===== src/rtl/ace_snoop_responder.sv =====
// ACE snoop responder: takes one AC snoop, looks the line up in the dcache,
// applies the coherence update, then answers on CR and streams data on CD.
package ace_snoop_pkg;
  localparam int unsigned AddrW = 64;
  localparam int unsigned DataW = 64;

  localparam logic [3:0] SNP_READ_ONCE     = 4'b0000;
  localparam logic [3:0] SNP_READ_SHARED   = 4'b0001;
  localparam logic [3:0] SNP_READ_UNIQUE   = 4'b0111;
  localparam logic [3:0] SNP_CLEAN_SHARED  = 4'b1000;
  localparam logic [3:0] SNP_CLEAN_INVALID = 4'b1001;
  localparam logic [3:0] SNP_MAKE_INVALID  = 4'b1101;

  typedef enum logic [1:0] {
    UPD_NONE,
    UPD_INVALIDATE,
    UPD_MAKE_SHARED,
    UPD_CLEAN
  } upd_op_e;

  typedef struct packed {
    logic [AddrW-1:0] addr;
    logic [2:0]       prot;
    logic [3:0]       snoop;
  } ace_ac_t;

  typedef struct packed {
    logic    ac_valid;
    ace_ac_t ac;
    logic    cr_ready;
    logic    cd_ready;
  } snoop_req_t;

  typedef struct packed {
    logic dataTransfer;
    logic error;
    logic passDirty;
    logic isShared;
    logic wasUnique;
  } ace_cr_t;

  typedef struct packed {
    logic [DataW-1:0] data;
    logic             last;
  } ace_cd_t;

  typedef struct packed {
    logic    ac_ready;
    logic    cr_valid;
    ace_cr_t cr_resp;
    logic    cd_valid;
    ace_cd_t cd;
  } snoop_resp_t;
endpackage

module ace_snoop_responder #(
  parameter int unsigned DcacheLineWidth = 128,
  parameter int unsigned AxiDataWidth    = 64,
  parameter int unsigned AxiAddrWidth    = 64,
  parameter type snoop_req_t  = ace_snoop_pkg::snoop_req_t,
  parameter type snoop_resp_t = ace_snoop_pkg::snoop_resp_t
) (
  input  logic                       clk_i,
  input  logic                       rst_ni,
  input  snoop_req_t                 snoop_req_i,
  output snoop_resp_t                snoop_resp_o,
  output logic                       lookup_req_o,
  output logic [AxiAddrWidth-1:0]    lookup_addr_o,
  input  logic                       lookup_gnt_i,
  input  logic                       lookup_valid_i,
  input  logic                       lookup_hit_i,
  input  logic                       lookup_dirty_i,
  input  logic                       lookup_shared_i,
  input  logic [DcacheLineWidth-1:0] lookup_line_i,
  output logic                       upd_req_o,
  output logic [1:0]                 upd_op_o,
  output logic [AxiAddrWidth-1:0]    upd_addr_o,
  input  logic                       upd_gnt_i,
  output logic                       busy_o
);

  localparam int unsigned Words = DcacheLineWidth / AxiDataWidth;
  localparam int unsigned OffW  = $clog2(DcacheLineWidth / 8);
  localparam int unsigned BeatW = (Words > 1) ? $clog2(Words) : 1;
  localparam logic [BeatW-1:0] LastBeat = BeatW'(Words - 1);
  localparam logic [AxiAddrWidth-1:0] AlignMask =
    {{(AxiAddrWidth-OffW){1'b1}}, {OffW{1'b0}}};

  typedef enum logic [2:0] {
    IDLE,
    LOOKUP,
    WAIT_LOOKUP,
    UPDATE,
    SEND_CR,
    SEND_CD
  } state_e;

  state_e                       state_q, state_d;
  logic [AxiAddrWidth-1:0]      addr_q, addr_d;
  logic [3:0]                   snoop_q, snoop_d;
  logic [2:0]                   prot_q, prot_d;
  ace_snoop_pkg::ace_cr_t       cr_q, cr_d;
  ace_snoop_pkg::upd_op_e       op_q, op_d;
  logic [Words-1:0][AxiDataWidth-1:0] line_q, line_d;
  logic [BeatW-1:0]             cnt_q, cnt_d;

  ace_snoop_pkg::ace_cr_t       cr_l;
  ace_snoop_pkg::upd_op_e       op_l;
  logic                         supported;

  logic unused_prot;
  assign unused_prot = ^prot_q;

  // Response table, evaluated against the live lookup result.
  always_comb begin
    cr_l      = '0;
    op_l      = ace_snoop_pkg::UPD_NONE;
    supported = 1'b1;
    case (snoop_q)
      ace_snoop_pkg::SNP_READ_ONCE: begin
        cr_l.dataTransfer = 1'b1;
        cr_l.isShared     = 1'b1;
      end
      ace_snoop_pkg::SNP_READ_SHARED: begin
        cr_l.dataTransfer = 1'b1;
        cr_l.isShared     = 1'b1;
        cr_l.passDirty    = lookup_dirty_i;
        op_l              = ace_snoop_pkg::UPD_MAKE_SHARED;
      end
      ace_snoop_pkg::SNP_READ_UNIQUE: begin
        cr_l.dataTransfer = 1'b1;
        cr_l.passDirty    = lookup_dirty_i;
        op_l              = ace_snoop_pkg::UPD_INVALIDATE;
      end
      ace_snoop_pkg::SNP_CLEAN_INVALID: begin
        cr_l.dataTransfer = lookup_dirty_i;
        cr_l.passDirty    = lookup_dirty_i;
        op_l              = ace_snoop_pkg::UPD_INVALIDATE;
      end
      ace_snoop_pkg::SNP_CLEAN_SHARED: begin
        cr_l.dataTransfer = lookup_dirty_i;
        cr_l.passDirty    = lookup_dirty_i;
        cr_l.isShared     = 1'b1;
        if (lookup_dirty_i) op_l = ace_snoop_pkg::UPD_CLEAN;
      end
      ace_snoop_pkg::SNP_MAKE_INVALID: begin
        op_l = ace_snoop_pkg::UPD_INVALIDATE;
      end
      default: begin
        supported  = 1'b0;
        cr_l.error = 1'b1;
      end
    endcase
    if (supported) begin
      cr_l.wasUnique = lookup_hit_i & ~lookup_shared_i;
      if (!lookup_hit_i) begin
        cr_l = '0;
        op_l = ace_snoop_pkg::UPD_NONE;
      end
    end
  end

  always_comb begin
    state_d = state_q;
    addr_d  = addr_q;
    snoop_d = snoop_q;
    prot_d  = prot_q;
    cr_d    = cr_q;
    op_d    = op_q;
    line_d  = line_q;
    cnt_d   = cnt_q;
    unique case (state_q)
      IDLE: begin
        if (snoop_req_i.ac_valid) begin
          addr_d  = snoop_req_i.ac.addr;
          snoop_d = snoop_req_i.ac.snoop;
          prot_d  = snoop_req_i.ac.prot;
          state_d = LOOKUP;
        end
      end
      LOOKUP: begin
        if (lookup_gnt_i) state_d = WAIT_LOOKUP;
      end
      WAIT_LOOKUP: begin
        if (lookup_valid_i) begin
          cr_d    = cr_l;
          op_d    = op_l;
          line_d  = lookup_line_i;
          state_d = (op_l != ace_snoop_pkg::UPD_NONE) ? UPDATE : SEND_CR;
        end
      end
      UPDATE: begin
        if (upd_gnt_i) state_d = SEND_CR;
      end
      SEND_CR: begin
        if (snoop_req_i.cr_ready)
          state_d = cr_q.dataTransfer ? SEND_CD : IDLE;
      end
      SEND_CD: begin
        if (snoop_req_i.cd_ready) begin
          if (cnt_q == LastBeat) begin
            cnt_d   = '0;
            state_d = IDLE;
          end else begin
            cnt_d = cnt_q + 1'b1;
          end
        end
      end
      default: state_d = IDLE;
    endcase
  end

  always_ff @(posedge clk_i or negedge rst_ni) begin
    if (!rst_ni) begin
      state_q <= IDLE;
      addr_q  <= '0;
      snoop_q <= '0;
      prot_q  <= '0;
      cr_q    <= '0;
      op_q    <= ace_snoop_pkg::UPD_NONE;
      line_q  <= '0;
      cnt_q   <= '0;
    end else begin
      state_q <= state_d;
      addr_q  <= addr_d;
      snoop_q <= snoop_d;
      prot_q  <= prot_d;
      cr_q    <= cr_d;
      op_q    <= op_d;
      line_q  <= line_d;
      cnt_q   <= cnt_d;
    end
  end

  always_comb begin
    snoop_resp_o          = '0;
    snoop_resp_o.ac_ready = (state_q == IDLE);
    snoop_resp_o.cr_valid = (state_q == SEND_CR);
    snoop_resp_o.cr_resp  = cr_q;
    snoop_resp_o.cd_valid = (state_q == SEND_CD);
    snoop_resp_o.cd.data  = line_q[cnt_q];
    snoop_resp_o.cd.last  = (cnt_q == LastBeat);
  end

  assign lookup_req_o  = (state_q == LOOKUP);
  assign lookup_addr_o = addr_q & AlignMask;
  assign upd_req_o     = (state_q == UPDATE);
  assign upd_op_o      = op_q;
  assign upd_addr_o    = addr_q & AlignMask;
  assign busy_o        = (state_q != IDLE);

endmodule

===== config.mk =====
export PLATFORM = sky130hd
export DESIGN_NAME = ace_snoop_responder
export DESIGN_NICKNAME = d
export VERILOG_FILES = /design/src/rtl/ace_snoop_responder.sv
export SDC_FILE = /design/constraint.sdc
export NUM_CORES = 1
export LEC_CHECK = 0
export BUFFER_PORTS_ARGS = -buffer_cell sky130_fd_sc_hd__clkbuf_2
export CORE_AREA = 2 2 160 162
export CTS_BUF_LIST = sky130_fd_sc_hd__clkbuf_4 sky130_fd_sc_hd__clkbuf_8 sky130_fd_sc_hd__clkbuf_16
export DETAILED_ROUTE_END_ITERATION = 10
export DIE_AREA = 0 0 162 164
export PLACE_DENSITY = 0.64
export REMOVE_ABC_BUFFERS = 1
export SYNTH_ARGS = -nofsm -noshare
export SYNTH_HDL_FRONTEND = slang
export SYNTH_SLANG_ARGS = --single-unit
export TNS_END_PERCENT = 10

===== constraint.sdc =====
create_clock -name clk_i -period 1.74 [get_ports clk_i]
set_input_delay 0.348 -clock clk_i [delete_from_list [all_inputs] [get_ports clk_i]]
set_output_delay 0.348 -clock clk_i [all_outputs]
set_load 0.02 [all_outputs]

==> metrics.txt <==
run status finished with violations; failing checks setup timing; TritonCTS buffer count 23; Slew Viols, Final 0; effective utilization at floorplan 37.2%; highest achievable clock rate between 0.4 and 0.5 GHz; kind of end point of the critical path output port; RSZ-0062 raised after global routing yes; gr usage total 19.1%; number of H-tree levels 1; max-cap violation count 0; total die area 0.0266 mm2; antenna violations before repair 0; iteration-0 DRC count of the detailed router 326; terminus of the critical flop-to-flop path addr_q[30]$_DFFE_PN0P_; capture endpoint of the worst hold path line_q[24]$_DFFE_PN0P_; number of clock sinks between 200 and 250; crit-path max FO 11; TritonRoute pass-1 iters 4; DRC violation count after routing 0; area overhead of the layout relative to synthesis 34.2%; synth warn 0; peak supply drop between 1.5 and 2 mV; global placer's final weighted congestion about 0.83; Post-DP HPWL 19600 um; signal arrival time at the worst endpoint approximately 1700 ps; antenna-violating nets left 0; endpoints failing setup 70; post-synthesis instance total ~900; fraction of the core area covered by cells at the end of the flow between 40% and 50%; number of cells on the worst reg-to-reg path 4; die extent in x ~160 um; # diodes 0; sequential cell area fraction in the yosys report a little over half; combinational fraction of design power 49.0%; final worst setup slack -338 ps; row cnt 58; area of the mapped netlist 0.00924 mm2; Overflow after GRT 0; internal power 15.5 mW; fraction of layout cells with a size suffix above 1 47.7%; multiplexer area fraction after synthesis 16.0%; CTS tree built; placed cell count 1552; total count of hold-check failures in the final report 0; clock input transition at the sequential cells of the worst setup and hold paths around 60 ps; overall via count from detail_route 7248; number of distinct standard cells referenced by the synthesized netlist 42; slack of the worst reg-to-reg path 70 ps; total power density per cell area ~2100 mW/mm2; worst path required time between 1000 and 1500 ps; via count of the first global-routing pass 7329; Tcrit/Tclk final 119%; die extent in y around 160 um; post-synthesis share of cell area spent on xor and xnor gates less than 1%; post-DR vias/cell approximately 4.5; maximum count of clock buffers along a single path 3; detail-routed net length per standard cell 16.7 um; synthesis-stage register bit count just over 200; Nets around 1500; final std cells w/o fill 1599; filler instances around 2300; worst flop-to-flop path startpoint state_q[0]$_DFFE_PN0P_; synthesized-area fraction occupied by adder cells 0%; post-layout minimum cycle time 2080 ps; Hold Path Origin lookup_line_i[24]; Post-Synth Simple-Gate Area 18.4%; mean instance size in the synthesized netlist around 10 um2; area fraction in compound gates after synthesis ~1.5%; Net Switching about 11 mW; post-detailed-routing wire length around 27000 um; Post-Route Skew just over 8 ps; wire length of the first global-routing pass between 30000 and 40000 um; number of buffers inserted by port buffering 400; clock tree root buffer cell clkbuf_16; kind of start point of the critical path register; count of flip-flops with a built-in enable after synthesis 0; Core Footprint 0.0248 mm2; class of the tightest hold or removal check input port to register; largest net degree at the start of global routing 82; Hold Path Cell Cnt 3; switching part of the total power around 41%; Clk Latency, worst-skew pair roughly 510 ps; Flop pwr share about a third; largest family of logic cells by synthesized area simple AND/OR/NAND/NOR gates; category of the critical setup timing path register to output port; Synth Flop Type dfrtp_1; part of the total power dissipated in the clock network 19.0%; number of ports placed on the die boundary between 400 and 500; asr flop ratio synth 100%; Leakage between 6 and 7 nW
## cell usage in the layout (no fill, tap or decap), types with 2 or more instances in the layout
cell type / n
a21oi_1: 2
and2_4: 2
buf_12: 13
buf_2: 23
buf_4: 18
buf_6: 16
buf_8: 3
bufinv_16: 2
clkbuf_16: 27
clkbuf_2: 353
clkbuf_4: 2
clkbuf_8: 12
clkinv_2: 3
conb_1: 8
dfrtp_1: 200
dfrtp_2: 3
inv_1: 4
mux2_1: 13
mux2_2: 114
mux2_4: 3
nand2_1: 400
nand2b_1: 3
nand3_1: 4
nand3b_1: 2
nand4_1: 2
nor2b_4: 2
o21ai_0: 8
## per-layer routing
layer / vias up / track usage [%] / wire (um)
met5: - / 0 / 0
met4: 0 / 8.37 / 1250
li1: 3522 / - / -
met1: 3387 / 22.5 / 10500
met3: 54 / 5.38 / 2080
met2: 285 / 32.6 / 12900
## power groups by stage
| stage | sequential, mW | combinational, mW | clock, mW |
|---|---|---|---|
| 2_1_floorplan | 10.2 | 5.56 | 0 |
| 3_3_place_gp | 8.44 | 11.9 | 0 |
| 3_5_place_dp | 8.51 | 12.1 | 0 |
| 4_1_cts | 8.46 | 12.3 | 5.17 |
| 5_1_grt | 8.73 | 13.9 | 5.37 |
| 6_report | 8.43 | 12.9 | 5.01 |
## logic make-up after synthesis
group	count (synthesis)
other cells	1
compound gates	21
buf+inv	121
mux	131
simple gates	426
xor+xnor	1
flops	203
## state kept, by name, summed over array words and instances, names as in the netlist
signal        count
addr_q           60
cnt_q             1
line_q          128
snoop_q           4
snoop_resp_o      5
state_q           3
upd_op_o          2
## cells in the mapped netlist (2+ instances only)
library cell  instances  area [um2]
a21oi_1               2        10.0
and2_1                2        12.5
buf_2                22         110
buf_4                79         593
buf_6                 7        78.8
clkbuf_1              8        30.0
dfrtp_1             203        5080
inv_1                 5        18.8
mux2_1               13         146
mux2_2              117        1320
nand2_1             400        1500
nand2b_1              3        18.8
nand3_1               4        20.0
nand3b_1              2        15.0
nand4_1               2        12.5
nor2b_1               2        12.5
o21ai_0               8        40.0
## through the flow
stage	TNS, ps	power, mW	instance area [um2]	hold WS [ps]	worst slack (ps)
final	-19890	26.4	12400	30.1	-338
after global routing	-23810	27.9	12400	19.6	-381
after CTS	-22190	25.9	12100	1.79	-405
after detailed placement	0	20.6	11300	315	92.6
after global placement	0	20.4	11300	312	140
after floorplan	-318950	15.8	8450	52.4	-1670
## repair_timing
action / in CTS / in global routing
gates resized for setup: 24 / 79
endpoints found under the hold margin: 34 / 0
gates cloned: 0 / 5
hold buffers: 1 / 0
buffers inserted: 0 / 2
pin swaps: 1 / 0
setup endpoints to repair: 71 / 71
## area by class of cell
| class | instances | area (um2) | share of cell area, % |
|---|---|---|---|
| tap | 330 | 413 | 3.33 |
| clock inverter | 5 | 75.1 | 0.606 |
| sequential | 203 | 5080 | 41.0 |
| multi-input combinational | 587 | 3400 | 27.5 |
| inverter | 5 | 23.8 | 0.192 |
| timing repair buffer | 435 | 2680 | 21.6 |
| clock buffer | 34 | 714 | 5.76 |
## worst max-delay path, cell delays in order, from the launching register on
cell,delay [ps]
dfrtp_2,410
buf_12,160
clkbuf_16,180
mux2_4,320
clkbuf_2,160
## worst max-delay path by stage
stage / cells after the start / endpoint / from / slack (ps)
after detailed placement: 4 / addr_q[41]$_DFFE_PN0P_ / state_q[0]$_DFFE_PN0P_ / 90
final: 4 / snoop_resp_o[55] / cnt_q$_DFFE_PN0P_ / -340
after floorplan: 4 / snoop_resp_o[66]$_DFFE_PN0P_ / state_q[1]$_DFFE_PN0P_ / -1670
after global routing: 4 / snoop_resp_o[57] / cnt_q$_DFFE_PN0P_ / -380
after CTS: 3 / snoop_resp_o[63] / cnt_q$_DFFE_PN0P_ / -400
after global placement: 4 / addr_q[10]$_DFFE_PN0P_ / state_q[0]$_DFFE_PN0P_ / 140
No activity file was read; power rests on OpenSTA's default activity.
